<file path="src/rtl/mcu_pkg.sv">
// Purpose: shared state codes, halt opcode and sequencer FSM encoding for the 12-bit MCU.
// Latency: n/a (definitions only).
// Backpressure: n/a.
package mcu_pkg;

    // Cycle-state codes as seen by the control decoder's State input.
    localparam logic [1:0] CODE_LOAD    = 2'b00;
    localparam logic [1:0] CODE_FETCH   = 2'b01;
    localparam logic [1:0] CODE_DECODE  = 2'b10;
    localparam logic [1:0] CODE_EXECUTE = 2'b11;

    // Instr_Reg[11:8] value that stops the sequencer.
    localparam logic [3:0] HALT_OP = 4'b0001;

    typedef enum logic [2:0] {
        S_LOAD,
        S_FETCH,
        S_DECODE,
        S_EXEC,
        S_PAUSE,
        S_HALT
    } seqState_t;

    // PAUSE re-presents FETCH (idempotent at an unchanged PC); HALT holds
    // EXECUTE with the halt instruction in IR so the decoder asserts nothing.
    function automatic logic [1:0] stateCode(input seqState_t s);
        logic [1:0] code;
        code = CODE_LOAD;
        case (s)
            S_LOAD:   code = CODE_LOAD;
            S_FETCH:  code = CODE_FETCH;
            S_DECODE: code = CODE_DECODE;
            S_EXEC:   code = CODE_EXECUTE;
            S_PAUSE:  code = CODE_FETCH;
            S_HALT:   code = CODE_EXECUTE;
            default:  code = CODE_LOAD;
        endcase
        return code;
    endfunction

endpackage

</file>
<file path="src/rtl/mcu_sequencer_if.sv">
// Purpose: program-load stream (valid/ready + last) and program-memory write port.
// Latency: n/a (wires only).
// Backpressure: load_ready from the slave (sequencer) side throttles the loader.
// Ports: load_valid/load_data/load_last -> slave, load_ready <- slave,
//        pm_wr_en/pm_wr_addr/pm_wr_data <- slave (registered memory write).
interface mcu_sequencer_if #(
    parameter int ADDR_W = 8,
    parameter int DATA_W = 12
);
    logic              load_valid;
    logic [DATA_W-1:0] load_data;
    logic              load_last;
    logic              load_ready;
    logic              pm_wr_en;
    logic [ADDR_W-1:0] pm_wr_addr;
    logic [DATA_W-1:0] pm_wr_data;

    // Environment side: drives the loader stream, observes memory writes.
    modport master (
        output load_valid, load_data, load_last,
        input  load_ready, pm_wr_en, pm_wr_addr, pm_wr_data
    );

    // Sequencer side.
    modport slave (
        input  load_valid, load_data, load_last,
        output load_ready, pm_wr_en, pm_wr_addr, pm_wr_data
    );
endinterface

</file>
<file path="src/rtl/mcu_sequencer_prog_load_ctr.sv">
// Purpose: program-load write address and load-complete flag with PROG_DEPTH terminal count.
// Latency: addr/loadDone update 1 cycle after the accepted word.
// Backpressure: none itself; the caller deasserts ready once loadDone is set.
// Ports: clk, rst, clr (restart at addr 0), hs (word accepted), last (final word),
//        addr (address of the next word), loadDone (program complete).
module prog_load_ctr #(
    parameter int PROG_DEPTH = 256,
    parameter int ADDR_W     = 8
) (
    input  logic              clk,
    input  logic              rst,
    input  logic              clr,
    input  logic              hs,
    input  logic              last,
    output logic [ADDR_W-1:0] addr,
    output logic              loadDone
);

    logic atEnd;
    assign atEnd = (addr == ADDR_W'(PROG_DEPTH - 1));

    always_ff @(posedge clk) begin
        if (rst || clr) begin
            addr     <= '0;
            loadDone <= 1'b0;
        end else if (hs) begin
            // The terminal word completes the load instead of incrementing,
            // so addr never wraps back onto word 0.
            if (last || atEnd) begin
                loadDone <= 1'b1;
            end else begin
                addr <= addr + 1'b1;
            end
        end
    end

endmodule

</file>
<file path="src/rtl/mcu_sequencer.sv">
// Purpose: MCU cycle-state generator: program load, FETCH/DECODE/EXECUTE stepping, halt, pause, single-step.
// Latency: 3 cycles per instruction; program-memory write 1 cycle after each accepted loader word.
// Backpressure: load_ready only in LOAD before completion; load_start while running waits for the instruction boundary.
// Ports: clk, rst (sync, active high), instr_reg, loadBus (loader stream + memory write),
//        load_start, run_en, step_req, state_o, pc_clr, halted, paused, instr_count.
module mcu_sequencer
    import mcu_pkg::*;
#(
    parameter int         PROG_DEPTH = 256,
    parameter int         ADDR_W     = 8,
    parameter int         DATA_W     = 12,
    parameter int         CNT_W      = 16,
    parameter logic [3:0] HALT_OP    = mcu_pkg::HALT_OP
) (
    input  logic               clk,
    input  logic               rst,
    input  logic [DATA_W-1:0]  instr_reg,
    mcu_sequencer_if.slave     loadBus,
    input  logic               load_start,
    input  logic               run_en,
    input  logic               step_req,
    output logic [1:0]         state_o,
    output logic               pc_clr,
    output logic               halted,
    output logic               paused,
    output logic [CNT_W-1:0]   instr_count
);

    seqState_t         stateQ, stateD;
    logic              enterLoad;
    logic              pendQ;
    logic              stepQ;
    logic [CNT_W-1:0]  cntQ;
    logic              pmWrEnQ;
    logic [ADDR_W-1:0] pmWrAddrQ;
    logic [DATA_W-1:0] pmWrDataQ;
    logic [ADDR_W-1:0] loadAddr;
    logic              loadDone;
    logic              loadReady;
    logic              hs;
    logic              ctrClr;
    logic              isHalt;
    logic [DATA_W-5:0] unusedIrOperand;

    // Only the opcode field matters for sequencing.
    assign isHalt          = (instr_reg[DATA_W-1 -: 4] == HALT_OP);
    assign unusedIrOperand = instr_reg[DATA_W-5:0];

    assign loadReady = !rst && (stateQ == S_LOAD) && !loadDone;
    assign hs        = loadBus.load_valid && loadReady;

    // Counter restarts on any entry into LOAD and on the final LOAD cycle,
    // so addr is 0 again by the time FETCH begins.
    assign ctrClr = enterLoad || ((stateQ == S_LOAD) && loadDone);

    prog_load_ctr #(
        .PROG_DEPTH (PROG_DEPTH),
        .ADDR_W     (ADDR_W)
    ) u_loadCtr (
        .clk      (clk),
        .rst      (rst),
        .clr      (ctrClr),
        .hs       (hs),
        .last     (loadBus.load_last),
        .addr     (loadAddr),
        .loadDone (loadDone)
    );

    always_comb begin
        stateD    = stateQ;
        enterLoad = 1'b0;
        case (stateQ)
            S_LOAD: begin
                if (loadDone) stateD = S_FETCH;
            end
            S_FETCH:  stateD = S_DECODE;
            S_DECODE: stateD = S_EXEC;
            S_EXEC: begin
                // A restart requested during this very cycle is honoured here too.
                if (isHalt) begin
                    stateD = S_HALT;
                end else if (pendQ || load_start) begin
                    stateD    = S_LOAD;
                    enterLoad = 1'b1;
                end else if (!run_en || stepQ) begin
                    stateD = S_PAUSE;
                end else begin
                    stateD = S_FETCH;
                end
            end
            S_PAUSE: begin
                if (load_start) begin
                    stateD    = S_LOAD;
                    enterLoad = 1'b1;
                end else if (step_req || run_en) begin
                    stateD = S_FETCH;
                end
            end
            S_HALT: begin
                if (load_start) begin
                    stateD    = S_LOAD;
                    enterLoad = 1'b1;
                end
            end
            default: begin
                stateD    = S_LOAD;
                enterLoad = 1'b1;
            end
        endcase
    end

    always_ff @(posedge clk) begin
        if (rst) begin
            stateQ    <= S_LOAD;
            pendQ     <= 1'b0;
            stepQ     <= 1'b0;
            cntQ      <= '0;
            pmWrEnQ   <= 1'b0;
            pmWrAddrQ <= '0;
            pmWrDataQ <= '0;
        end else begin
            stateQ  <= stateD;
            pmWrEnQ <= hs;
            if (hs) begin
                pmWrAddrQ <= loadAddr;
                pmWrDataQ <= loadBus.load_data;
            end

            if (enterLoad) begin
                pendQ <= 1'b0;
            end else if (load_start && ((stateQ == S_FETCH) || (stateQ == S_DECODE) ||
                                        (stateQ == S_EXEC))) begin
                pendQ <= 1'b1;
            end

            // A step requested together with run_en still returns to PAUSE.
            if ((stateQ == S_PAUSE) && (stateD == S_FETCH)) begin
                stepQ <= step_req;
            end else if (stateQ == S_EXEC) begin
                stepQ <= 1'b0;
            end

            // EXEC always lasts exactly one cycle, so every EXEC cycle retires one.
            if (stateQ == S_EXEC) begin
                cntQ <= cntQ + 1'b1;
            end
        end
    end

    // Outputs are forced to their idle values for as long as rst is held.
    assign state_o            = rst ? CODE_LOAD : stateCode(stateQ);
    assign pc_clr             = !rst && (stateQ == S_LOAD) && loadDone;
    assign halted             = !rst && (stateQ == S_HALT);
    assign paused             = !rst && (stateQ == S_PAUSE);
    assign instr_count        = cntQ;
    assign loadBus.load_ready = loadReady;
    assign loadBus.pm_wr_en   = pmWrEnQ && !rst;
    assign loadBus.pm_wr_addr = pmWrAddrQ;
    assign loadBus.pm_wr_data = pmWrDataQ;

endmodule

</file>
<file path="src/flat_wrapper.sv">
// flat-port wrapper written by rule: the top's interface ports become plain ports
module mcu_sequencer_flat import mcu_pkg::*;
#(
    parameter int         PROG_DEPTH = 256,
    parameter int         ADDR_W     = 8,
    parameter int         DATA_W     = 12,
    parameter int         CNT_W      = 16,
    parameter logic [3:0] HALT_OP    = mcu_pkg::HALT_OP
)
  (clk, rst, instr_reg, load_start, run_en, step_req, state_o, pc_clr, halted, paused, instr_count, loadBus_load_valid, loadBus_load_data, loadBus_load_last, loadBus_load_ready, loadBus_pm_wr_en, loadBus_pm_wr_addr, loadBus_pm_wr_data);
  mcu_sequencer_if #(.ADDR_W(ADDR_W), .DATA_W(DATA_W)) loadBus_i ();
  input  logic clk;
  input  logic rst;
  input  logic [DATA_W-1:0] instr_reg;
  input  logic load_start;
  input  logic run_en;
  input  logic step_req;
  output logic [1:0] state_o;
  output logic pc_clr;
  output logic halted;
  output logic paused;
  output logic [CNT_W-1:0] instr_count;
  input wire logic [$bits(loadBus_i.load_valid)-1:0] loadBus_load_valid;
  input wire logic [$bits(loadBus_i.load_data)-1:0] loadBus_load_data;
  input wire logic [$bits(loadBus_i.load_last)-1:0] loadBus_load_last;
  output wire logic [$bits(loadBus_i.load_ready)-1:0] loadBus_load_ready;
  output wire logic [$bits(loadBus_i.pm_wr_en)-1:0] loadBus_pm_wr_en;
  output wire logic [$bits(loadBus_i.pm_wr_addr)-1:0] loadBus_pm_wr_addr;
  output wire logic [$bits(loadBus_i.pm_wr_data)-1:0] loadBus_pm_wr_data;
  assign loadBus_i.load_valid = loadBus_load_valid;
  assign loadBus_i.load_data = loadBus_load_data;
  assign loadBus_i.load_last = loadBus_load_last;
  assign loadBus_load_ready = loadBus_i.load_ready;
  assign loadBus_pm_wr_en = loadBus_i.pm_wr_en;
  assign loadBus_pm_wr_addr = loadBus_i.pm_wr_addr;
  assign loadBus_pm_wr_data = loadBus_i.pm_wr_data;
  mcu_sequencer #(.PROG_DEPTH(PROG_DEPTH), .ADDR_W(ADDR_W), .DATA_W(DATA_W), .CNT_W(CNT_W), .HALT_OP(HALT_OP)) u_core (.clk(clk), .rst(rst), .instr_reg(instr_reg), .loadBus(loadBus_i), .load_start(load_start), .run_en(run_en), .step_req(step_req), .state_o(state_o), .pc_clr(pc_clr), .halted(halted), .paused(paused), .instr_count(instr_count));
endmodule
</file>
<file path="config.mk">
export PLATFORM = sky130hd
export DESIGN_NAME = mcu_sequencer_flat
export DESIGN_NICKNAME = d
export VERILOG_FILES = /design/src/rtl/mcu_pkg.sv /design/src/rtl/mcu_sequencer_if.sv /design/src/rtl/mcu_sequencer_prog_load_ctr.sv /design/src/rtl/mcu_sequencer.sv /design/src/flat_wrapper.sv
export SDC_FILE = /design/constraint.sdc
export NUM_CORES = 1
export LEC_CHECK = 0
export BUFFER_PORTS_ARGS = -buffer_cell sky130_fd_sc_hd__buf_2
export CORE_AREA = 2 2 79 81
export CTS_BUF_LIST = sky130_fd_sc_hd__clkbuf_8
export DETAILED_ROUTE_END_ITERATION = 7
export DIE_AREA = 0 0 81 83
export HOLD_SLACK_MARGIN = 0.12
export PLACE_DENSITY = 0.66
export SYNTH_ARGS = -nofsm -noshare
export SYNTH_HDL_FRONTEND = slang
export SYNTH_HIERARCHICAL = 1
export SYNTH_SLANG_ARGS = --single-unit
</file>
<file path="constraint.sdc">
create_clock -name clk -period 5.35 [get_ports clk]
set_input_delay 0.535 -clock clk [delete_from_list [all_inputs] [get_ports clk]]
set_output_delay 0.535 -clock clk [all_outputs]
set_load 0.01 [all_outputs]
</file>
# Word-level counts from Yosys, hierarchy flattened
# Index checks and enable logic that the tools add are counted.
dict set report word_totals {
  latchBits 0
  mem_count 0
  inputBits 31
  elab_cells 66
  regBits 51
  rom_bits 0
  mem_bits_rw 0
}
dict set report classes {
  div 0
  n_addsub 2
  bitwise 1
  n_reduce_logical 30
  eq_ne 8
  order_cmp 0
  shifts 0
  mux 16
  multipliers 0
}
# op count
set op_table {}
lappend op_table {{two-way mux 3 bit} 7}
lappend op_table {{one-hot mux 3 bit (6 select lines)} 1}
lappend op_table {{adder 16 x 1 -> 16 bit, second input constant} 1}
lappend op_table {{logical AND 1 bit} 10}
lappend op_table {{adder 8 x 1 -> 8 bit, second input constant} 1}
lappend op_table {{== test 8 bit, second input constant} 1}
lappend op_table {{logical OR 1 bit} 8}
lappend op_table {{OR reduction 2 bit} 4}
lappend op_table {{== test 3 x 1 -> 1 bit, second input constant} 2}
lappend op_table {{== test 3 x 2 -> 1 bit, second input constant} 2}
lappend op_table {{== test 3 bit, second input constant} 2}
lappend op_table {{one-hot mux 2 bit (3 select lines)} 1}
lappend op_table {{two-way mux 1 bit} 5}
lappend op_table {{== test 4 x 1 -> 1 bit, second input constant} 1}
lappend op_table {{AND reduction 2 bit} 2}
lappend op_table {{logical NOT 1 bit} 3}
lappend op_table {{logical NOT 3 bit} 1}
lappend op_table {{one-hot mux 1 bit (3 select lines)} 1}
lappend op_table {{OR reduction 3 bit} 1}
lappend op_table {{two-way mux 2 bit} 1}
lappend op_table {{nonzero test 2 bit} 1}
lappend op_table {{inverter 1 bit} 1}

# Logic depth before layout (Yosys ltp)
dict set report depth {
  depth_word 9
  depth_mapped 8
}

# Modules after synthesis
# The synthesis kept the hierarchy.
# module seq_area_each_um2 cells_per_inst instances area_per_inst_um2
set by_module_without_submodules {}
lappend by_module_without_submodules {mcu_sequencer 840.8 223 1 1800.5}
lappend by_module_without_submodules {prog_load_ctr 180.2 55 1 504.2}

# Worst setup path before layout
# No wires, ideal clock.
dict set report synth_timing {
  kind {input-to-reg}
  from {input port instr_reg[9]}
  to {register u_core.u_loadCtr.addr[4]}
  setup_time_ns 0.070
  arrival_time_ns 2.111
  path_stages 7
  path_slack_ns 3.169
  required_time_ns 5.280
  path_cell_list {or4b_1 -> nand3_1 -> a21oi_1 -> a31o_2 -> or2_2 -> nor4_1 -> o21bai_1}
}
dict set report synth_between {
  elab_chain_cells 5
}
# item line_no
set synth_lines {}
lappend synth_lines {{from (decl)} flat_wrapper.sv:14} ;# input logic [DATA_W-1:0] instr_reg;
lappend synth_lines {{== test 4 x 1 -> 1 bit} mcu_sequencer.sv:46} ;# assign isHalt = (instr_reg[DATA_W-1 -: 4] == HALT_OP);
lappend synth_lines {{two-way mux 1 bit} mcu_sequencer.sv:80} ;# if (isHalt) begin
lappend synth_lines {{one-hot mux 1 bit (3 select lines)} mcu_sequencer.sv:72} ;# case (stateQ)
lappend synth_lines {{logical OR 1 bit} mcu_sequencer.sv:54} ;# assign ctrClr = enterLoad || ((stateQ == S_LOAD) && loadDone);
lappend synth_lines {{named net u_core.ctrClr} mcu_sequencer.sv:41} ;# logic ctrClr;
lappend synth_lines {{logical OR 1 bit} mcu_sequencer_prog_load_ctr.sv:23} ;# if (rst || clr) begin
lappend synth_lines {{to (signal assigned)} mcu_sequencer_prog_load_ctr.sv:32} ;# addr <= addr + 1'b1;
lappend synth_lines {{to (decl)} mcu_sequencer_prog_load_ctr.sv:15} ;# output logic [ADDR_W-1:0] addr,
# The timed path passes the listed nets, and every way through them passes these cells.
# A chain may end at the register's enable or synchronous reset.

# Worst setup path after layout
dict set report layout_timing {
  from {input port rst}
  to {register u_core.u_loadCtr.addr[6]}
}
dict set report layout_between {
  elab_chain_cells 5
  word_cells_on_any_way 6
  cone_classes {6 x reduce/logical}
}
# item line_no
set layout_lines {}
lappend layout_lines {{from (decl)} flat_wrapper.sv:13} ;# input logic rst;
lappend layout_lines {{logical NOT 1 bit} mcu_sequencer.sv:49} ;# assign loadReady = !rst && (stateQ == S_LOAD) && !loadDone;
lappend layout_lines {{logical AND 1 bit (2 in series)} mcu_sequencer.sv:49}
lappend layout_lines {{logical AND 1 bit} mcu_sequencer.sv:50} ;# assign hs = loadBus.load_valid && loadReady;
lappend layout_lines {{AND reduction 2 bit (no line)} --}
# Several ways; a longest one is shown, not always the timed one.

==> impl_metrics.toml <==
[floorplan]
core_mm2 = 0.005816
die_w_um = 81
die_h_um = 83
initial_core_util_pct = 39.63
ios = 74
num_rows = 28
die_area_mm2 = 0.006723

[setup_path]
worst-path-max-fanout = 49
worstSetupPathType = "input port to flip-flop"
critPathRequiredTime_ns = 5.54
cp_num_buf_inv = 3
arrival_ns = 2.90
crit_chain = "buf_2, nor3_1, nand3_1, buf_4, inv_1, nand4b_1, o311a_1"
end_kind = "flip-flop"
crit_slowest_cell = "inv_1"
cp_top_family = "buffers and inverters"
cpPeakStageDelay_ns = 0.59
start_kind = "input port"

[yosys]
synth_flop_cell = "dfxtp_1"
yosys-top-cells-count = "nand2_1 (54), dfxtp_1 (51), a21oi_1 (33)"
yosys_warnings = 6
synthArstFlopShare_pct = 0
netlist_instances = 278
syn_nets = 311
seq_area_frac_synth_pct = 44.30
syn_area_mm2 = 0.002305
post-synth-top-count-cell = "nand2_1"
synth_top_area_cell = "dfxtp_1"
yosysUniqueCellTypes = 47
ys_ff_latch = 51
yosys-top-cells-area = "dfxtp_1 (44%), nand2_1 (8.8%), a21oi_1 (7.2%)"
yosys.area.top_type_share_pct = 44.30
syn_area_per_cell_um2 = 8.290
synth_edf_count = 0

[place]
hpwlAfterDp_mm = 3.529
numPortBuffers = 65
globalplace.congestion = 0.8209
placed_area_mm2 = 0.002669

[power]
leakagePower_nw = 1.136
powerDensity_mw_per_mm2 = 244.2
peakVddDrop_v = 0.00009869
finalPower_w = 0.0006725

[timing]
worst_pin_slew_ns = 0.8626
maxSlewHeadroom_pct = 42.49
fin_crit_ns = 2.716
final-hold-violation-count = 0
fmax_mhz = 368.2
fin_skew_ns = 0.008677
tns_ns = 0
maxSlewViolCount = 0
setup_viol = 0
rsz0062_at_grt = "no"
post-route-period-util_pct = 50.76

[grt]
grt_antenna_before_repair = 0
grt_pass1_wl_mm = 8.507
grt_pass1_vias = 1925
grt_overflow_total = 0
grt_use_total_pct = 15.41
grt_max_degree = 50

[route]
ant_nets = 0
drtIter0Drc = 72
via_per_inst = 5.133
vias = 2125
routedWlPerCell_um = 12.21
drcViolationCount = 0
wirelength_mm = 5.054
dr.pass1.iters = 6

[finish]
fin_nets = 371
fillerInstances = 616
regArea_mm2 = 0.001021
stdcell_area_mm2 = 0.002754
drive_gt1_share_pct = 25.66
final_core_utilization_pct = 47.35
n_antenna_cell = 0
multi_input_area_mm2 = 0.001191
area_growth_pct = 19.49

[clock_tree]
cts_made_buffers = 5
tritoncts = "yes"
cts-root-buf = "clkbuf_8"
post_cts_resized = 0
htreeDepth = 2
cts_buffer_depth = 2
cts_hold_buf = 0
postCtsSetupRepairBufs = 0
clk_pin_slew_ns = 0.09
clk_latency_ns = 0.29
cts_sinks = 51

[worst_hold_path]
hold_path_class = "flip-flop to flip-flop"

[outcome]
status = "completed"

[job]
max_cap_viol_count = 0
-- cells by family (layout without fill, tap and decap cells) --
logic type | count (synthesis) | in the layout | share of synthesized area (%)
compound gates | 60 | 60 | 15.42
xor+xnor | 9 | 9 | 3.420
fa+ha+maj | 2 | 2 | 1.086
buf+inv | 21 | 82 | 4.017
flops | 51 | 51 | 44.30
mux | 4 | 4 | 1.737
simple gates | 131 | 131 | 30.02
-- tightest hold or removal path: stages (launching register included) --
cell	delay [ns]
dfxtp_1	0.32
nand2_1	0.05
a21oi_1	0.05
-- layer usage --
| layer | global-route usage [%] | wire [um] | vias up | share of wire, % |
|---|---|---|---|---|
| li1 | - | - | 1098 | - |
| met1 | 20.24 | 2377 | 976 | 47 |
| met2 | 25.09 | 2405 | 49 | 48 |
| met3 | 3.696 | 255 | 2 | 5.0 |
| met4 | 4.006 | 15 | 0 | 0.30 |
| met5 | 0 | 0 | - | 0 |
-- layout by cell type (no fill, tap or decap), types with 3 or more instances in the layout --
cell type / count
and4_4: 3
or3_1: 8
inv_1: 9
o21ai_0: 11
xor2_1: 4
nor2b_1: 4
dfxtp_1: 51
a31oi_1: 3
nand3_1: 11
xnor2_1: 5
and3_1: 3
mux2i_1: 4
nand4_1: 3
nor2_1: 18
a21oi_1: 33
buf_2: 65
nor3_1: 7
clkbuf_8: 5
nand2_1: 54
-- metrics by stage --
| stage | instances | hold WS (ns) | setup slack [ns] |
|---|---|---|---|
| after floorplan | 278 | 0.4591 | 3.169 |
| after global placement | 406 | 0.4392 | 2.307 |
| after detailed placement | 406 | 0.4444 | 2.285 |
| after CTS | 414 | 0.4514 | 2.611 |
| after global routing | 414 | 0.4564 | 2.305 |
| final | 414 | 0.4560 | 2.634 |
-- cell type report --
class                           count  share of cell area [%]
Inverter                            8                   1.090
Timing Repair Buffer               66                   12.09
Clock inverter                      3                  0.5906
Clock buffer                        5                   2.499
Multi-Input combinational cell    206                   43.25
Sequential cell                    51                   37.07
Tap cell                           75                   3.408
-- final timing paths --
path | startpoint | endpoint | slack [ns] | cells after the start
worst max-delay path | rst | u_core/u_loadCtr/addr[6] | 2.63 | 7
worst max register to register | u_core/stateQ[1] | u_core/u_loadCtr/addr[6] | 2.83 | 6
worst min register to register | u_core/loadBus.pm_wr_addr[2] | u_core/loadBus.pm_wr_addr[2] | 0.46 | 2
worst min-delay path | u_core/loadBus.pm_wr_addr[2] | u_core/loadBus.pm_wr_addr[2] | 0.46 | 2
-- flip-flops by register name, summed over array words and instances (netlist names) --
signal / count
u_core/stepQ: 1
u_core/pmWrEnQ: 1
u_core/pendQ: 1
u_core/loadBus.pm_wr_data: 12
u_core/loadBus.pm_wr_addr: 8
u_core/instr_count: 16
u_core/u_loadCtr/addr: 8
u_core/stateQ: 3
u_core/u_loadCtr/loadDone: 1
-- power by group --
group / switching [W] / total [W] / leakage, nW / internal [W]
combinational: 0.0000385 / 0.0000635 / 0.678 / 0.0000250
sequential: 0.00000836 / 0.000397 / 0.413 / 0.000388
clock: 0.000123 / 0.000212 / 0.0453 / 0.0000898
Power figures use the tool's default switching activity.
